## config.mk

```make
export PLATFORM = sky130hd
export DESIGN_NAME = timer_arbiter
export DESIGN_NICKNAME = d
export VERILOG_FILES = /design/src/rtl/timer_arb_pkg.sv /design/src/rtl/rr_arbiter.sv /design/src/rtl/timer_arbiter.sv
export SDC_FILE = /design/constraint.sdc
export NUM_CORES = 1
export LEC_CHECK = 0
export CORE_MARGIN = 2
export CORE_UTILIZATION = 40
export CTS_BUF_LIST = sky130_fd_sc_hd__clkbuf_16
export CTS_CLUSTER_DIAMETER = 50
export CTS_CLUSTER_SIZE = 12
export DETAILED_ROUTE_END_ITERATION = 10
export PLACE_DENSITY_LB_ADDON = 0.2
export SYNTH_ARGS = -nofsm -noshare
export SYNTH_HDL_FRONTEND = slang
export SYNTH_HIERARCHICAL = 1
export SYNTH_SLANG_ARGS = --single-unit
```

## constraint.sdc

```tcl
create_clock -name clk -period 2.95 [get_ports clk]
set_input_delay 0.885 -clock clk [delete_from_list [all_inputs] [get_ports clk]]
set_output_delay 0.885 -clock clk [all_outputs]
set_load 0.02 [all_outputs]
```

## src/rtl/timer_arb_pkg.sv

```systemverilog
// Shared types and helpers for the timer arbiter.
package timer_arb_pkg;

    // Largest requester count the arbiter is sized for.
    localparam int unsigned MAX_REQ = 8;

    typedef enum logic [1:0] {
        StIdle,
        StLoad,
        StRun,
        StDone
    } arb_state_t;

    // Width of a requester index; never narrower than one bit.
    function automatic int unsigned idx_width(input int unsigned n);
        return (n > 1) ? $clog2(n) : 1;
    endfunction

endpackage

```

## src/rtl/rr_arbiter.sv

```systemverilog
// Combinational round-robin pick: first requester at or after ptr wins.
module rr_arbiter
    import timer_arb_pkg::*;
#(
    parameter int unsigned NUM_REQ = 4,
    parameter int unsigned IDX_W   = idx_width(NUM_REQ)
) (
    input  logic [NUM_REQ-1:0] req,
    input  logic [IDX_W-1:0]   ptr,
    output logic [NUM_REQ-1:0] winner,
    output logic [IDX_W-1:0]   winner_idx
);

    logic             found;
    logic [IDX_W-1:0] cand;

    // Scan requesters starting at ptr, wrapping, and keep the first hit.
    always_comb begin
        winner     = '0;
        winner_idx = '0;
        found      = 1'b0;
        cand       = '0;
        for (int unsigned i = 0; i < NUM_REQ; i++) begin
            cand = IDX_W'((32'(ptr) + i) % NUM_REQ);
            if (!found && req[cand]) begin
                found        = 1'b1;
                winner[cand] = 1'b1;
                winner_idx   = cand;
            end
        end
    end

endmodule

```

## src/rtl/timer_arbiter.sv

```systemverilog
// Round-robin sharing of one down-counting timer between NUM_REQ requesters.
// Optional feature: define TIMER_ARB_CANCEL_EN to add a per-requester cancel port.
module timer_arbiter
    import timer_arb_pkg::*;
#(
    parameter int unsigned NUM_REQ = 4,
    parameter int unsigned WIDTH   = 11
) (
    input  logic                         clk,
    input  logic                         reset,
    input  logic [NUM_REQ-1:0]           req,
    input  logic [NUM_REQ*WIDTH-1:0]     delay,
`ifdef TIMER_ARB_CANCEL_EN
    input  logic [NUM_REQ-1:0]           cancel,
`endif
    output logic [NUM_REQ-1:0]           gnt,
    output logic [NUM_REQ-1:0]           done,
    output logic                         busy,
    output logic [idx_width(NUM_REQ)-1:0] owner,
    output logic                         tmr_load,
    output logic                         tmr_up,
    output logic [WIDTH-1:0]             tmr_start_value,
    output logic                         tmr_enable,
    input  logic                         tmr_max_reached
);

    localparam int unsigned IDX_W = idx_width(NUM_REQ);

    arb_state_t         state_q;
    logic [IDX_W-1:0]   ptr_q;
    logic [IDX_W-1:0]   owner_q;
    logic [WIDTH-1:0]   start_q;
    logic [NUM_REQ-1:0] gnt_q;
    logic [NUM_REQ-1:0] done_q;
    logic               busy_q;
    logic               load_q;
    logic               en_q;

    logic [NUM_REQ-1:0] win_oh;
    logic [IDX_W-1:0]   win_idx;
    logic [WIDTH-1:0]   delay_sel;
    logic [NUM_REQ-1:0] owner_oh;
    logic [IDX_W-1:0]   ptr_next;
    logic               cancel_hit;

    rr_arbiter #(
        .NUM_REQ (NUM_REQ),
        .IDX_W   (IDX_W)
    ) u_rr_arbiter (
        .req        (req),
        .ptr        (ptr_q),
        .winner     (win_oh),
        .winner_idx (win_idx)
    );

    // Delay slice of the current round-robin winner.
    always_comb begin
        delay_sel = '0;
        for (int unsigned i = 0; i < NUM_REQ; i++) begin
            if (win_idx == IDX_W'(i)) delay_sel = delay[i*WIDTH +: WIDTH];
        end
    end

    assign owner_oh = NUM_REQ'(1) << owner_q;
    assign ptr_next = (owner_q == IDX_W'(NUM_REQ - 1)) ? '0 : owner_q + 1'b1;

`ifdef TIMER_ARB_CANCEL_EN
    assign cancel_hit = cancel[owner_q];
`else
    assign cancel_hit = 1'b0;
`endif

    // Ownership FSM; every output is registered alongside the state.
    always_ff @(posedge clk) begin
        if (!reset) begin
            state_q <= StIdle;
            ptr_q   <= '0;
            owner_q <= '0;
            start_q <= '0;
            gnt_q   <= '0;
            done_q  <= '0;
            busy_q  <= 1'b0;
            load_q  <= 1'b0;
            en_q    <= 1'b0;
        end else begin
            gnt_q  <= '0;
            done_q <= '0;
            load_q <= 1'b0;
            unique case (state_q)
                StIdle: begin
                    if (|req) begin
                        owner_q <= win_idx;
                        start_q <= delay_sel;
                        gnt_q   <= win_oh;
                        load_q  <= 1'b1;
                        busy_q  <= 1'b1;
                        state_q <= StLoad;
                    end
                end
                StLoad: begin
                    if (cancel_hit) begin
                        busy_q  <= 1'b0;
                        ptr_q   <= ptr_next;
                        state_q <= StIdle;
                    end else if (start_q == '0) begin
                        // Zero delay: nothing to time, finish immediately.
                        done_q  <= owner_oh;
                        state_q <= StDone;
                    end else begin
                        en_q    <= 1'b1;
                        state_q <= StRun;
                    end
                end
                StRun: begin
                    if (cancel_hit) begin
                        en_q    <= 1'b0;
                        busy_q  <= 1'b0;
                        ptr_q   <= ptr_next;
                        state_q <= StIdle;
                    end else if (tmr_max_reached) begin
                        en_q    <= 1'b0;
                        done_q  <= owner_oh;
                        state_q <= StDone;
                    end
                end
                StDone: begin
                    busy_q  <= 1'b0;
                    ptr_q   <= ptr_next;
                    state_q <= StIdle;
                end
            endcase
        end
    end

    assign gnt             = gnt_q;
    assign done            = done_q;
    assign busy            = busy_q;
    assign owner           = owner_q;
    assign tmr_load        = load_q;
    assign tmr_up          = 1'b0;
    assign tmr_start_value = start_q;
    assign tmr_enable      = en_q;

endmodule

```

==> results_dict.tcl <==
set metrics [dict create \
    outcome "completed" \
    ys_seq_elements 28 \
    fin_crit_ps 2850 \
    synth_area_leaders "dfxtp_1 28%, mux4_2 11%, ha_1 8.2%" \
    critPathKind "in2reg" \
    grt_max_degree 19 \
    grt-ovfl-total 0 \
    syn-mean-instance-area_um2 9.67 \
    drive_above_1_share_pct 22.5 \
    vias 1803 \
    clock_sinks 28 \
    coreArea_um2 4720 \
    cap_violations 0 \
    grt_usage_pct 19.1 \
    hold_buffers 0 \
    critPathLaunchType "input port" \
    ctsHtreeMaxLevel 1 \
    synth_nets 268 \
    muxShareOfSynthArea_pct 19.8 \
    seq_area_frac_synth_pct 28.4 \
    critPathMaxStageDelay_ps 500 \
    cts_made_buffers 3 \
    cts_tree "done" \
    regToRegStartpoint "ptr_q[0]" \
    cellPowerDensity_nw_per_um2 710 \
    yosys_warnings 6 \
    clock_latency_ps 260 \
    finalHoldViolCount 0 \
    die_width_um 74.2 \
    postRouteAntennaNets 0 \
    synth_fa_ha_area_share_pct 8.25 \
    clockBufferDepth 2 \
    grt_pass1_vias 1738 \
    dpl.hpwl_um 3850 \
    fillers 394 \
    finalMaxSlewViolations 0 \
    cpMaxStageDelayCell "mux4_2" \
    design_area_um2 2960 \
    vdd_ir_drop_max_v 0.000256 \
    clock_skew_ps 4.68 \
    synth_top_family_by_area "simple AND/OR/NAND/NOR gates" \
    slew_headroom_pct 28.3 \
    placed_cell_area_um2 2860 \
    clock.fmax_mhz 351 \
    rsz0062_at_grt "no" \
    clk_pin_slew_ps 60 \
    drcViolationCount 0 \
    syn_area_um2 1970 \
    post-route-period-util_pct 96.6 \
    crit_path_end_kind "flip-flop" \
    drt_iter0_drc 81 \
    worstPathArrival_ps 2980 \
    worst_pin_slew_ps 1070 \
    wire_per_inst_um 14.1 \
    async_reset_ff_share_pct 0 \
    yosys.area_share.simple_pct 21.3 \
    ys_types 47 \
    crit_chain "dlygate4sd2_1 > buf_6 > mux4_2 > buf_6 > nor2_2 > o31a_1 > buf_4 > mux4_2 > nand2_1 > a21oi_2" \
    synth_area_leader_cell "dfxtp_1" \
    antenna_found_initial 0 \
    cp-startpoint "req[2]" \
    yosys.area.top_type_share_pct 28.4 \
    synthTopCellsByCount "39 x nand2_1, 28 x dfxtp_1, 13 x ha_1" \
    grt_pass1_wl_um 8180 \
    nets 355 \
    io_pins 76 \
    synth_compound_area_share_pct 14.8 \
    avgViaCountPerCell 5.06 \
    die_area_um2 5510 \
    setup_viol 0 \
    port_buffers 74 \
    yosysMostFrequentCell "nand2_1" \
    place.gp.congestion 0.918 \
    post_synth_xor_area_fraction_pct 0 \
    initial_core_util_pct 41.7 \
    row_count 25 \
    required_ps 3080 \
    critPathMaxFanout 5 \
    antenna-diode-count 0 \
    drtPass1Iterations 4 \
    ys.flop_type "dfxtp_1" \
    area_growth_pct 50.1 \
    synthCells 204 \
    routed_wl_um 5020 \
    final_util_pct 62.6 \
    synth_edf_count 0 \
    leakage_uw 0.00114 \
    clockRootBuffer "clkbuf_16" \
    hp-start "tmr_enable" \
    dieHeight_um 74.2 \
    hold_path_class "reg2reg" \
]
path summary, 6_finish.rpt:
check / endpoint / slack (ps) / cells past startpoint
worst min-delay path: tmr_enable / 450 / 2
worst max-delay path: tmr_start_value[5] / 100 / 10
worst min register to register: tmr_enable / 450 / 2
worst max register to register: tmr_start_value[5] / 350 / 11
placed cells by master (no fill, tap or decap), types with 2 or more instances in the layout:
cell             instances
clkdlybuf4s50_1         70
nand2_1                 39
dfxtp_1                 28
buf_4                   18
mux4_2                  14
ha_1                    13
inv_1                    9
a21oi_2                  9
o21ai_0                  7
mux2i_1                  6
nor2b_1                  5
a21oi_1                  5
and3_1                   5
and2_1                   5
nor2_1                   4
buf_6                    4
a221o_2                  4
o21ai_1                  3
a21boi_0                 3
clkbuf_16                3
nor3_1                   2
nor4_1                   2
clkbuf_2                 2
and3b_1                  2
nand2b_1                 2
per-layer routing:
layer / global-route usage [%] / share of wire, %
met1: 24.6 / 46
met4: 7.94 / 2.0
met2: 33.0 / 49
met5: 0 / 0
met3: 1.90 / 2.8
stage by stage:
step / total power, uW / hold slack, ps / instances / setup TNS, ps / setup WS (ps)
finish: 2100 / 452 / 356 / 0 / 99.3
global route: 2240 / 481 / 356 / 0 / 12.0
CTS: 2100 / 459 / 356 / 0 / 15.6
detailed placement: 1780 / 448 / 351 / -10500 / -896
global placement: 1770 / 450 / 351 / -9370 / -818
floorplan: 1400 / 525 / 204 / 0 / 91.6
power breakdown:
group          internal [uW]  leakage [uW]  switching (uW)  total [uW]
clock                    180     0.0000370             118         297
sequential               487      0.000230            83.0         570
combinational            617      0.000878             618        1230
final cells by class:
class / count / area (um^2) / share of cell area [%]
flip-flops and latches: 28 / 561 / 18.9
multi-input cells: 152 / 1280 / 43.3
repair buffers: 97 / 925 / 31.2
clock buffers: 3 / 75.1 / 2.54
well taps: 67 / 83.8 / 2.83
inverters: 9 / 33.8 / 1.14
logic make-up (layout without fill, tap and decap cells):
kind of cell	after synthesis	after routing
AND/OR/NAND/NOR	78	78
multiplexers	20	20
other	1	1
buffers and inverters	24	109
adder cells (fa/ha/maj)	13	13
AO/OA/AOI/OAI	40	40
flip-flops	28	28
worst max-delay path: cells and delay by family:
family,cells,cell delay [ps]
buffers and inverters,4,700
AND/OR/NAND/NOR,2,160
AO/OA/AOI/OAI,2,250
multiplexers,2,980
flip-flops by register name, summed over array words and instances, names as in the netlist:
register / count
busy: 1
done: 4
gnt: 4
owner: 2
ptr_q: 2
state_q: 2
tmr_enable: 1
tmr_load: 1
tmr_start_value: 11
repair_timing:
item | 4_1_cts | 5_1_grt
pin swaps | 1 | 1
gates resized for setup | 16 | 9
buffers inserted | 2 | 0
setup endpoints to repair | 12 | 11
(Power assumes the default switching activity.)
